--- src/rtl/keypad_debouncer_pkg.sv ---
// Shared keypad types, code map and one-hot helpers used by the decoder
// and the downstream seven-segment display stage.
package keypad_pkg;

    typedef logic [3:0] key_code_t;

    typedef enum logic [1:0] {
        IDLE       = 2'd0,
        PRESS_DB   = 2'd1,
        HELD       = 2'd2,
        RELEASE_DB = 2'd3
    } kp_state_t;

    // Key code indexed by {row_idx, col_idx}.
    localparam key_code_t KEY_MAP [16] = '{
        4'h1, 4'h2, 4'h3, 4'hA,
        4'h4, 4'h5, 4'h6, 4'hB,
        4'h7, 4'h8, 4'h9, 4'hC,
        4'hE, 4'h0, 4'hF, 4'hD
    };

    // True when exactly one bit is set.
    function automatic logic is_onehot4(input logic [3:0] v);
        return (v != 4'd0) && ((v & (v - 4'd1)) == 4'd0);
    endfunction

    // Index of the set bit of a one-hot value; 0 for anything else.
    function automatic logic [1:0] onehot_idx(input logic [3:0] v);
        logic [1:0] idx;
        idx = 2'd0;
        case (v)
            4'b0001: idx = 2'd0;
            4'b0010: idx = 2'd1;
            4'b0100: idx = 2'd2;
            4'b1000: idx = 2'd3;
            default: idx = 2'd0;
        endcase
        return idx;
    endfunction

endpackage

--- src/rtl/keypad_debouncer_if.sv ---
// Scanner-to-debouncer-to-display signal bundle.
interface keypad_debouncer_if;
    import keypad_pkg::*;

    logic [3:0] col_q;
    logic [3:0] row_q;
    key_code_t  key_code;
    logic       key_valid;
    key_code_t  digit_new;
    key_code_t  digit_old;

    // Scanner / environment side.
    modport master (
        output col_q, row_q,
        input  key_code, key_valid, digit_new, digit_old
    );

    // Debouncer side.
    modport slave (
        input  col_q, row_q,
        output key_code, key_valid, digit_new, digit_old
    );

endinterface

--- src/rtl/keypad_debouncer_decode.sv ---
// Combinational keypad decode: validates one-hot column and row and maps
// the pair to a hex key code.
module keypad_decode
    import keypad_pkg::*;
(
    input  logic [3:0] col_q,
    input  logic [3:0] row_q,
    output logic       present,
    output key_code_t  code
);

    logic [1:0] col_idx;
    logic [1:0] row_idx;

    // One-hot checks, index encoders and map lookup.
    always_comb begin
        present = is_onehot4(col_q) && is_onehot4(row_q);
        col_idx = onehot_idx(col_q);
        row_idx = onehot_idx(row_q);
        code    = KEY_MAP[{row_idx, col_idx}];
    end

endmodule

--- src/rtl/keypad_debouncer.sv ---
// Debounces a single keypad press and release, emits one key_valid pulse
// per accepted press and keeps the last two accepted digits.
module keypad_debouncer
    import keypad_pkg::*;
#(
    parameter int unsigned DEBOUNCE_CYCLES = 240000,
    parameter int unsigned CNT_W           = 18
) (
    input  logic                clk,
    input  logic                nrst,
    keypad_debouncer_if.slave   kp
);

    localparam logic [CNT_W-1:0] CNT_LAST = CNT_W'(DEBOUNCE_CYCLES - 1);
    localparam logic [CNT_W-1:0] CNT_ONE  = CNT_W'(1);

    kp_state_t        state;
    logic [CNT_W-1:0] cnt;
    key_code_t        cand;
    key_code_t        key_code_r;
    logic             key_valid_r;
    key_code_t        digit_new_r;
    key_code_t        digit_old_r;

    logic             present;
    key_code_t        code;
    logic             same_key;

    keypad_decode u_decode (
        .col_q   (kp.col_q),
        .row_q   (kp.row_q),
        .present (present),
        .code    (code)
    );

    assign same_key = present && (code == cand);

    // Debounce FSM with counter and registered outputs.
    always_ff @(posedge clk or negedge nrst) begin
        if (!nrst) begin
            state       <= IDLE;
            cnt         <= '0;
            cand        <= '0;
            key_code_r  <= '0;
            key_valid_r <= 1'b0;
            digit_new_r <= '0;
            digit_old_r <= '0;
        end else begin
            key_valid_r <= 1'b0;
            case (state)
                IDLE: begin
                    if (present) begin
                        cand  <= code;
                        cnt   <= '0;
                        state <= PRESS_DB;
                    end
                end
                PRESS_DB: begin
                    if (same_key) begin
                        if (cnt == CNT_LAST) begin
                            state       <= HELD;
                            key_valid_r <= 1'b1;
                            key_code_r  <= cand;
                            digit_new_r <= cand;
                            digit_old_r <= digit_new_r;
                        end else begin
                            cnt <= cnt + CNT_ONE;
                        end
                    end else begin
                        cnt   <= '0;
                        state <= IDLE;
                    end
                end
                HELD: begin
                    if (!same_key) begin
                        cnt   <= '0;
                        state <= RELEASE_DB;
                    end
                end
                RELEASE_DB: begin
                    if (same_key) begin
                        cnt   <= '0;
                        state <= HELD;
                    end else if (cnt == CNT_LAST) begin
                        state <= IDLE;
                    end else begin
                        cnt <= cnt + CNT_ONE;
                    end
                end
                default: begin
                    cnt   <= '0;
                    state <= IDLE;
                end
            endcase
        end
    end

    assign kp.key_code  = key_code_r;
    assign kp.key_valid = key_valid_r;
    assign kp.digit_new = digit_new_r;
    assign kp.digit_old = digit_old_r;

endmodule

--- src/flat_wrapper.sv ---
// flat-port wrapper written by rule: the top's interface ports become plain ports
module keypad_debouncer_flat import keypad_pkg::*;
#(
    parameter int unsigned DEBOUNCE_CYCLES = 240000,
    parameter int unsigned CNT_W           = 18
)
  (clk, nrst, kp_col_q, kp_row_q, kp_key_code, kp_key_valid, kp_digit_new, kp_digit_old);
  keypad_debouncer_if kp_i ();
  input  logic clk;
  input  logic nrst;
  input wire logic [$bits(kp_i.col_q)-1:0] kp_col_q;
  input wire logic [$bits(kp_i.row_q)-1:0] kp_row_q;
  output wire logic [$bits(kp_i.key_code)-1:0] kp_key_code;
  output wire logic [$bits(kp_i.key_valid)-1:0] kp_key_valid;
  output wire logic [$bits(kp_i.digit_new)-1:0] kp_digit_new;
  output wire logic [$bits(kp_i.digit_old)-1:0] kp_digit_old;
  assign kp_i.col_q = kp_col_q;
  assign kp_i.row_q = kp_row_q;
  assign kp_key_code = kp_i.key_code;
  assign kp_key_valid = kp_i.key_valid;
  assign kp_digit_new = kp_i.digit_new;
  assign kp_digit_old = kp_i.digit_old;
  keypad_debouncer #(.DEBOUNCE_CYCLES(DEBOUNCE_CYCLES), .CNT_W(CNT_W)) u_core (.clk(clk), .nrst(nrst), .kp(kp_i));
endmodule
--- config.mk ---
export PLATFORM = sky130hd
export DESIGN_NAME = keypad_debouncer_flat
export DESIGN_NICKNAME = d
export VERILOG_FILES = /design/src/rtl/keypad_debouncer_pkg.sv /design/src/rtl/keypad_debouncer_if.sv /design/src/rtl/keypad_debouncer_decode.sv /design/src/rtl/keypad_debouncer.sv /design/src/flat_wrapper.sv
export SDC_FILE = /design/constraint.sdc
export NUM_CORES = 1
export LEC_CHECK = 0
export ABC_AREA = 0
export CAP_MARGIN = 5
export CORE_MARGIN = 2
export CORE_UTILIZATION = 57
export DETAILED_ROUTE_END_ITERATION = 8
export GPL_TIMING_DRIVEN = 0
export PLACE_DENSITY_LB_ADDON = 0.15
export REMOVE_ABC_BUFFERS = 1
export SLEW_MARGIN = 40
export SYNTH_ARGS = -nofsm -noshare
export SYNTH_HDL_FRONTEND = slang
export SYNTH_SLANG_ARGS = --single-unit
--- constraint.sdc ---
create_clock -name clk -period 3.07 [get_ports clk]
set_input_delay 0.921 -clock clk [delete_from_list [all_inputs] [get_ports clk]]
set_output_delay 0.921 -clock clk [all_outputs]
set_load 0.005 [all_outputs]
; Word level (Yosys, flattened, before mapping)
; Memories as Yosys holds them, arrays and structs flattened.
; Cells that the tools add are included.
[word_totals]
ff_bits = 33
romBits = 64
in_bits = 10
out_inout_bits = 13
word_cells = 62
mem_count = 1
[memory_table]
columns = memory, words, width, read_ports, rd_ports_with_merged_regs, wr, line
row1 = (name not given), 16, 4, 1, 0, 0, keypad_debouncer_decode.sv:20  ; code = KEY_MAP[{row_idx, col_idx}];
[classes]
n_addsub = 3
magnitude_cmp = 1
eq_ne = 15
muxes = 20
n_bitwise = 3
n_reduce_logical = 13
[ops]
columns = operator, n
row1 = $mux 18, 5
row2 = $pmux 18 s4, 1
row3 = $add 18x1->18 const B, 1
row4 = $eq 18x18->1 const B, 1
row5 = $mux 2, 6
row6 = $pmux 2 s3, 2
row7 = $and 4x4->4, 2
row8 = $eq 4x2->1 const B, 2
row9 = $eq 4x3->1 const B, 2
row10 = $eq 4x4->1 const B, 2
row11 = $logic_not 4->1, 2
row12 = $mux 4, 2
row13 = $pmux 2 s4, 1
row14 = $reduce_bool 4->1, 2
row15 = $sub 4x1->4 const B, 2
row16 = $ge 5x5->1 const B, 1
row17 = $not 4->5, 1
row18 = $eq 2x2->1 const B, 2
row19 = $eq 4x4->1, 1
row20 = $logic_and 1x1->1, 4
row21 = $reduce_and 2->1, 2
row22 = $reduce_and 4->1, 1
row23 = $mux 1, 3
row24 = $ne 3x1->1 const B, 1
row25 = other kinds (6), 6

; Depth between registers and ports, before layout
[depth]
word_depth = 10
mapped_depth = 14
mapped_depth_nobuf = 12

; Modules after synthesis
; Synthesis repeated with hierarchy kept, for this count alone.
[hier_totals]
hier_cells = 226
area_unflattened_um2 = 2209.6
[by_module_without_submodules]
columns = mod, instances, cells_each, area_each_um2, seq_area_each_um2
row1 = keypad_debouncer, 1, 181, 1851.8, 825.8
row2 = keypad_decode, 1, 45, 357.8, 0.0

; Least setup slack after synthesis
; No wires, ideal clock.
[synth_timing]
path_kind = input port to flip-flop
from = input kp_col_q[3]
to = register u_core.cnt[7]
setup_ps = 121
arrival_time_ps = 4007
t_required_ps = 2949
setup_slack_ps = -1058
cell_stages = 12
path_buffers = 1
path_cell_list = buf_2 > xnor2_1 > or3_4 > ha_1 > or4b_2 > a31oi_1 > xnor2_1 > nand2_1 > nor4_4 > mux2_4 > a31o_1 > a22o_1
[synth_between]
elab_chain_cells = 10
elab_cells_between_ends = 22
classes_between = add/sub (1) / eq/ne (6) / mux (6) / bitwise (2) / reduce/logical (6) / memory (1)
[synth_rtl]
columns = element, line
row1 = from (decl), flat_wrapper.sv:11  ; input wire logic [$bits(kp_i.col_q)-1:0] kp_col_q;
row2 = "$eq 4x4->1, or another cell as far along", keypad_debouncer_pkg.sv:31  ; case (v)
row3 = $pmux 2 s3, keypad_debouncer_pkg.sv:31
row4 = $not 4->5 (not written as such), keypad_debouncer_decode.sv:20
row5 = $mem_v2 16x4, --
row6 = $mux 4 (not written as such) (2 in a row), keypad_debouncer_decode.sv:20
row7 = $eq 4x4->1, keypad_debouncer.sv:36  ; assign same_key = present && (code == cand);
row8 = $logic_and 1x1->1, keypad_debouncer.sv:36
row9 = "$mux 18, or another cell as far along", keypad_debouncer.sv:81  ; if (same_key) begin
row10 = $pmux 18 s4 / $reduce_and 2->1 (equally long branches), --
row11 = to (signal assigned), keypad_debouncer.sv:67  ; cnt <= cnt + CNT_ONE;
row12 = to (signal assigned), keypad_debouncer.sv:87  ; cnt <= cnt + CNT_ONE;
row13 = to (decl), keypad_debouncer.sv:18  ; logic [CNT_W-1:0] cnt;
; Several ways; a longest one is shown, not always the timed one. The select of a mux whose other input is x is not followed.
; A chain may end at the register's enable or synchronous reset.

; Final worst setup path
[layout_timing]
from = input kp_col_q[1]
to = register u_core.cnt[16]
; Same word-level chain as after synthesis.

==> summary by stage <==
Status
The flow ran to the end, but the final reports show violations. The checks that failed: setup timing.

Worst setup path
The endpoint arrival time on the critical path is 3990 ps. The data required time of the worst path is around 3200 ps. The path type of the worst setup path is input port to register.

Walking the worst path, the cells encountered are buf_2, xor2_2, nand2_2, inv_2, ha_1, inv_1, o311ai_1, a2bb2oi_1, xnor2_1, nor4_4, buf_6, mux2_4, and3_4, a221o_1. On the worst path, the slowest cell contributes a delay of ~360 ps. The worst setup path is captured at a register. The kind of cell with the highest combined delay along the critical path is compound AO/OA/AOI/OAI gates. The number of buffer and inverter stages on the critical path is 4.

On the critical path, the stage with the largest delay is an instance of sky130_fd_sc_hd__o311ai_1. The startpoint class of the critical path is an input port. Of all nets on the critical path, the largest fanout is 8.

Layout
The library cell used most frequently in the layout, excluding fill and tap cells, is sky130_fd_sc_hd__dfrtp_1. The area growth from synthesis to final layout is 37.89%. The number of antenna diodes in the final layout is 0.

Of the cells placed in the final design, the portion with a size suffix greater than 1 is 0.3971. The finished cells cover 3005 sq um. For this run, the share of the core covered by cells in the final layout is 0.8209. In the final design database the tool counted 287 nets. Counting the fill cells in the layout gives 197.

The top cell types in the final layout, fill and taps aside, are 33 x sky130_fd_sc_hd__dfrtp_1, 21 x sky130_fd_sc_hd__nor2_1, 18 x sky130_fd_sc_hd__nand2_1. The number of standard cells in the layout, taps in and fillers out is 320.

Synth
The xor-xnor portion of the synthesized cell area is 0.03961. For this run, the register share of the synthesized area comes to 0.3789. The number of enable flip-flop cells after synthesis is 0.

Of the total synthesized cell area, the portion taken by AND, OR, NAND and NOR gates is 0.2216. The netlist area before placement is 2180 sq um. The most used flip-flop cell after synthesis is sky130_fd_sc_hd__dfrtp_1. Of the total synthesized cell area, the portion taken by full adders, half adders and majority gates is 0.03444. Synthesis inferred 33 register bits. After technology mapping, the gate count stands at around 230. The total of warnings raised by yosys is 0.

The share of synthesized area spent on multiplexers is 0.08783. The share of the synthesized area in compound gates (AO/OA/AOI/OAI) is 0.1808. Counting flops with an async set or reset pin after synthesis yields a share of 1.000. The synthesized netlist contains 53 unique library cells. The main combinational cell family by area after synthesis is simple AND/OR/NAND/NOR gates. The average cell area after synthesis is between 9 and 10 sq um.

Routing
Summed over all layers, the routed wires come to ~6 mm. In the routed design, unresolved DRC markers number 0. The routed layout has ~2k vias. The total iterations of the first detailed-routing run is 4. In this run the remaining antenna-violating nets after routing total 0.

Dividing the detail-routed wire length by the instance count gives ~19 um. The number of violations reported at the end of detailed-routing iteration 0 is 203. Dividing the detail-routed via count by the number of cells gives around 6.3.

CTS
The number of H-tree branching levels is 2. The CTS clock-pin slew for the worst setup and hold paths is about 80 ps. The cell at the root of the clock tree is sky130_fd_sc_hd__clkbuf_8.

For the worst-skew pair, the clock arrives at the later sink with an insertion delay of 280 ps. In this run, CTS created clock tree buffers numbering 5. Clock tree synthesis found a total of 33 sinks. The number of hold buffers added after CTS was 0. The maximum clock insertion buffer count is 2. TritonCTS built the clock tree.

Place
The count of buffers inserted at the top-level ports is 22. Once placement finished, the instance area stood at ~2400 sq um. The number of placed instances, taps included, is around 290. Detailed placement finished with a half-perimeter wire length of between 3 and 4 mm.

The setup slack at placement is -1997 ps. Routability-driven placement finished with a final weighted congestion of roughly 0.85.

Global route
The initial antenna violation count was 0. Summed over all layers, the global routing overflow is 0. Entering global routing, the biggest net connects 25 pins. The number of global-route vias before repair came to 1,952. The first global-routing pass estimated around 9.3 mm of wire. In the global route stage, overall resource usage came out at 0.2807.

STA
The final critical-path setup slack is -749.9 ps. In this run the tightest slew margin relative to its limit is 0.7105. The maximum clock skew at final layout is 5.878 ps. Final hold analysis gives a worst-case slack of between 400 and 500 ps. The slew at the pin closest to its max-slew limit is 432.7 ps. The fmax is around 0.26 GHz.

Setup violations remaining at the end of the flow were counted as 29. In the final timing run, aggregate negative setup slack is -18,160 ps. The number of max-slew violations in the final report was 0.

The hold violation total from the final report is 0. The share of the clock period used by the worst path after layout is 1.244. The shortest clock period the worst path allows after layout is ~3800 ps. Setup repair after global routing could not meet its margin everywhere.

Floorplanning
In this run the standard cell core region covers ~3700 sq um. The initial standard-cell utilization of the core is 0.5954. The initialized floorplan defines 22 standard-cell rows. The total die area is ~4300 sq um.

The floorplan step set the die width to 65.84 um. 23 I/O pins were placed. The height of the chip is between 60 and 70 um.

Power and ir drop
The power density relative to cell area is about 400 nW/um^2. The maximum vdd ir drop is 0.2978 mV. The total power draw is 1.221 mW. Summed over all cells, the static leakage comes to ~1.2 nW.

Hold path
The path class of the tightest hold or removal check is input port to asynchronous set/reset pin.

Run
The count of max-cap constraint violations is 0.
## power breakdown
group / switching (mW) / total, mW / internal (mW)
combinational: 0.204 / 0.374 / 0.171
sequential: 0.0533 / 0.518 / 0.464
clock: 0.172 / 0.329 / 0.157
total: 0.429 / 1.22 / 0.792
## cell families (layout without fill, tap and decap cells)
family                   after synthesis  count (layout)
AND/OR/NAND/NOR                       85              85
multiplexers                          16              18
adder cells (fa/ha/maj)                6               6
buffers and inverters                 25              66
XOR/XNOR                               9               9
flip-flops                            33              33
AO/OA/AOI/OAI                         55              55
## state kept, by name, summed over array words and instances, names as in the netlist, named ones only
name                 flops
u_core.kp.key_valid      1
u_core.cand              4
u_core.state             1
u_core.kp.key_code       4
u_core.cnt              18
u_core.kp.digit_old      4
## metal layers
metal / vias up / part of all wire / track usage
met5: - / 0 / 0
met2: 60 / 0.55 / 0.4987
met4: 0 / 0.014 / 0.07031
met1: 997 / 0.41 / 0.3414
met3: 11 / 0.032 / 0.06474
li1: 935 / - / -
## cell usage after synthesis, types with 2 or more instances
cell type	instances	area [sq um]
sky130_fd_sc_hd__and3_1	4	25.02
sky130_fd_sc_hd__a21oi_1	10	50.05
sky130_fd_sc_hd__or2_2	4	25.02
sky130_fd_sc_hd__a41oi_1	2	17.52
sky130_fd_sc_hd__nor4b_1	2	17.52
sky130_fd_sc_hd__xnor2_1	6	52.55
sky130_fd_sc_hd__nand4_1	6	37.54
sky130_fd_sc_hd__inv_1	9	33.78
sky130_fd_sc_hd__o21ai_1	3	15.01
sky130_fd_sc_hd__nor2_1	23	86.33
sky130_fd_sc_hd__mux2i_1	3	30.03
sky130_fd_sc_hd__o21ba_2	2	20.02
sky130_fd_sc_hd__ha_1	6	75.07
sky130_fd_sc_hd__a22o_1	2	17.52
sky130_fd_sc_hd__a221o_1	2	20.02
sky130_fd_sc_hd__buf_4	7	52.55
sky130_fd_sc_hd__or4b_1	2	20.02
sky130_fd_sc_hd__nor4_1	3	18.77
sky130_fd_sc_hd__o21a_1	2	15.01
sky130_fd_sc_hd__clkbuf_1	5	18.77
sky130_fd_sc_hd__mux2_2	11	123.9
sky130_fd_sc_hd__nand3_1	5	25.02
sky130_fd_sc_hd__nor3_1	2	10.01
sky130_fd_sc_hd__nand2_1	20	75.07
sky130_fd_sc_hd__xor2_1	2	17.52
sky130_fd_sc_hd__o21ai_0	8	40.04
sky130_fd_sc_hd__nand2b_1	2	12.51
sky130_fd_sc_hd__buf_2	3	15.01
sky130_fd_sc_hd__a31oi_1	15	93.84
sky130_fd_sc_hd__dfrtp_1	33	825.8
sky130_fd_sc_hd__or4b_2	3	30.03
## cell type report
cell class / instances / area (sq um) / area share
multi-input combinational: 173 / 1521 / 0.5062
tap: 48 / 60.06 / 0.01998
sequential: 33 / 825.8 / 0.2748
clock buffer: 5 / 68.82 / 0.02290
clock inverter: 3 / 17.52 / 0.005828
timing repair buffer: 48 / 474.2 / 0.1578
inverter: 10 / 37.54 / 0.01249
## timing repair
| item | 4_1_cts | 5_1_grt |
|---|---|---|
| endpoints found under the hold margin | 0 | 0 |
| gates cloned | 3 | 0 |
| endpoints found under the setup margin | 30 | 29 |
| buffers inserted | 19 | 7 |
| pin swaps | 17 | 8 |
| gates resized for setup | 74 | 24 |
## path summary, 6_finish.rpt
kind,depth (start not counted),from,to,slack [ps]
max,14,kp_col_q[1],u_core.cnt[16],-750
min,1,nrst,u_core.cnt[3],500
max reg2reg,9,u_core.cand[0],u_core.cnt[16],460
min reg2reg,1,u_core.cnt[4],u_core.cnt[4],510
max in group asynchronous,2,nrst,u_core.cand[1],2160
min in group clk,1,u_core.cnt[4],u_core.cnt[4],510
(Power assumes the default switching activity.)
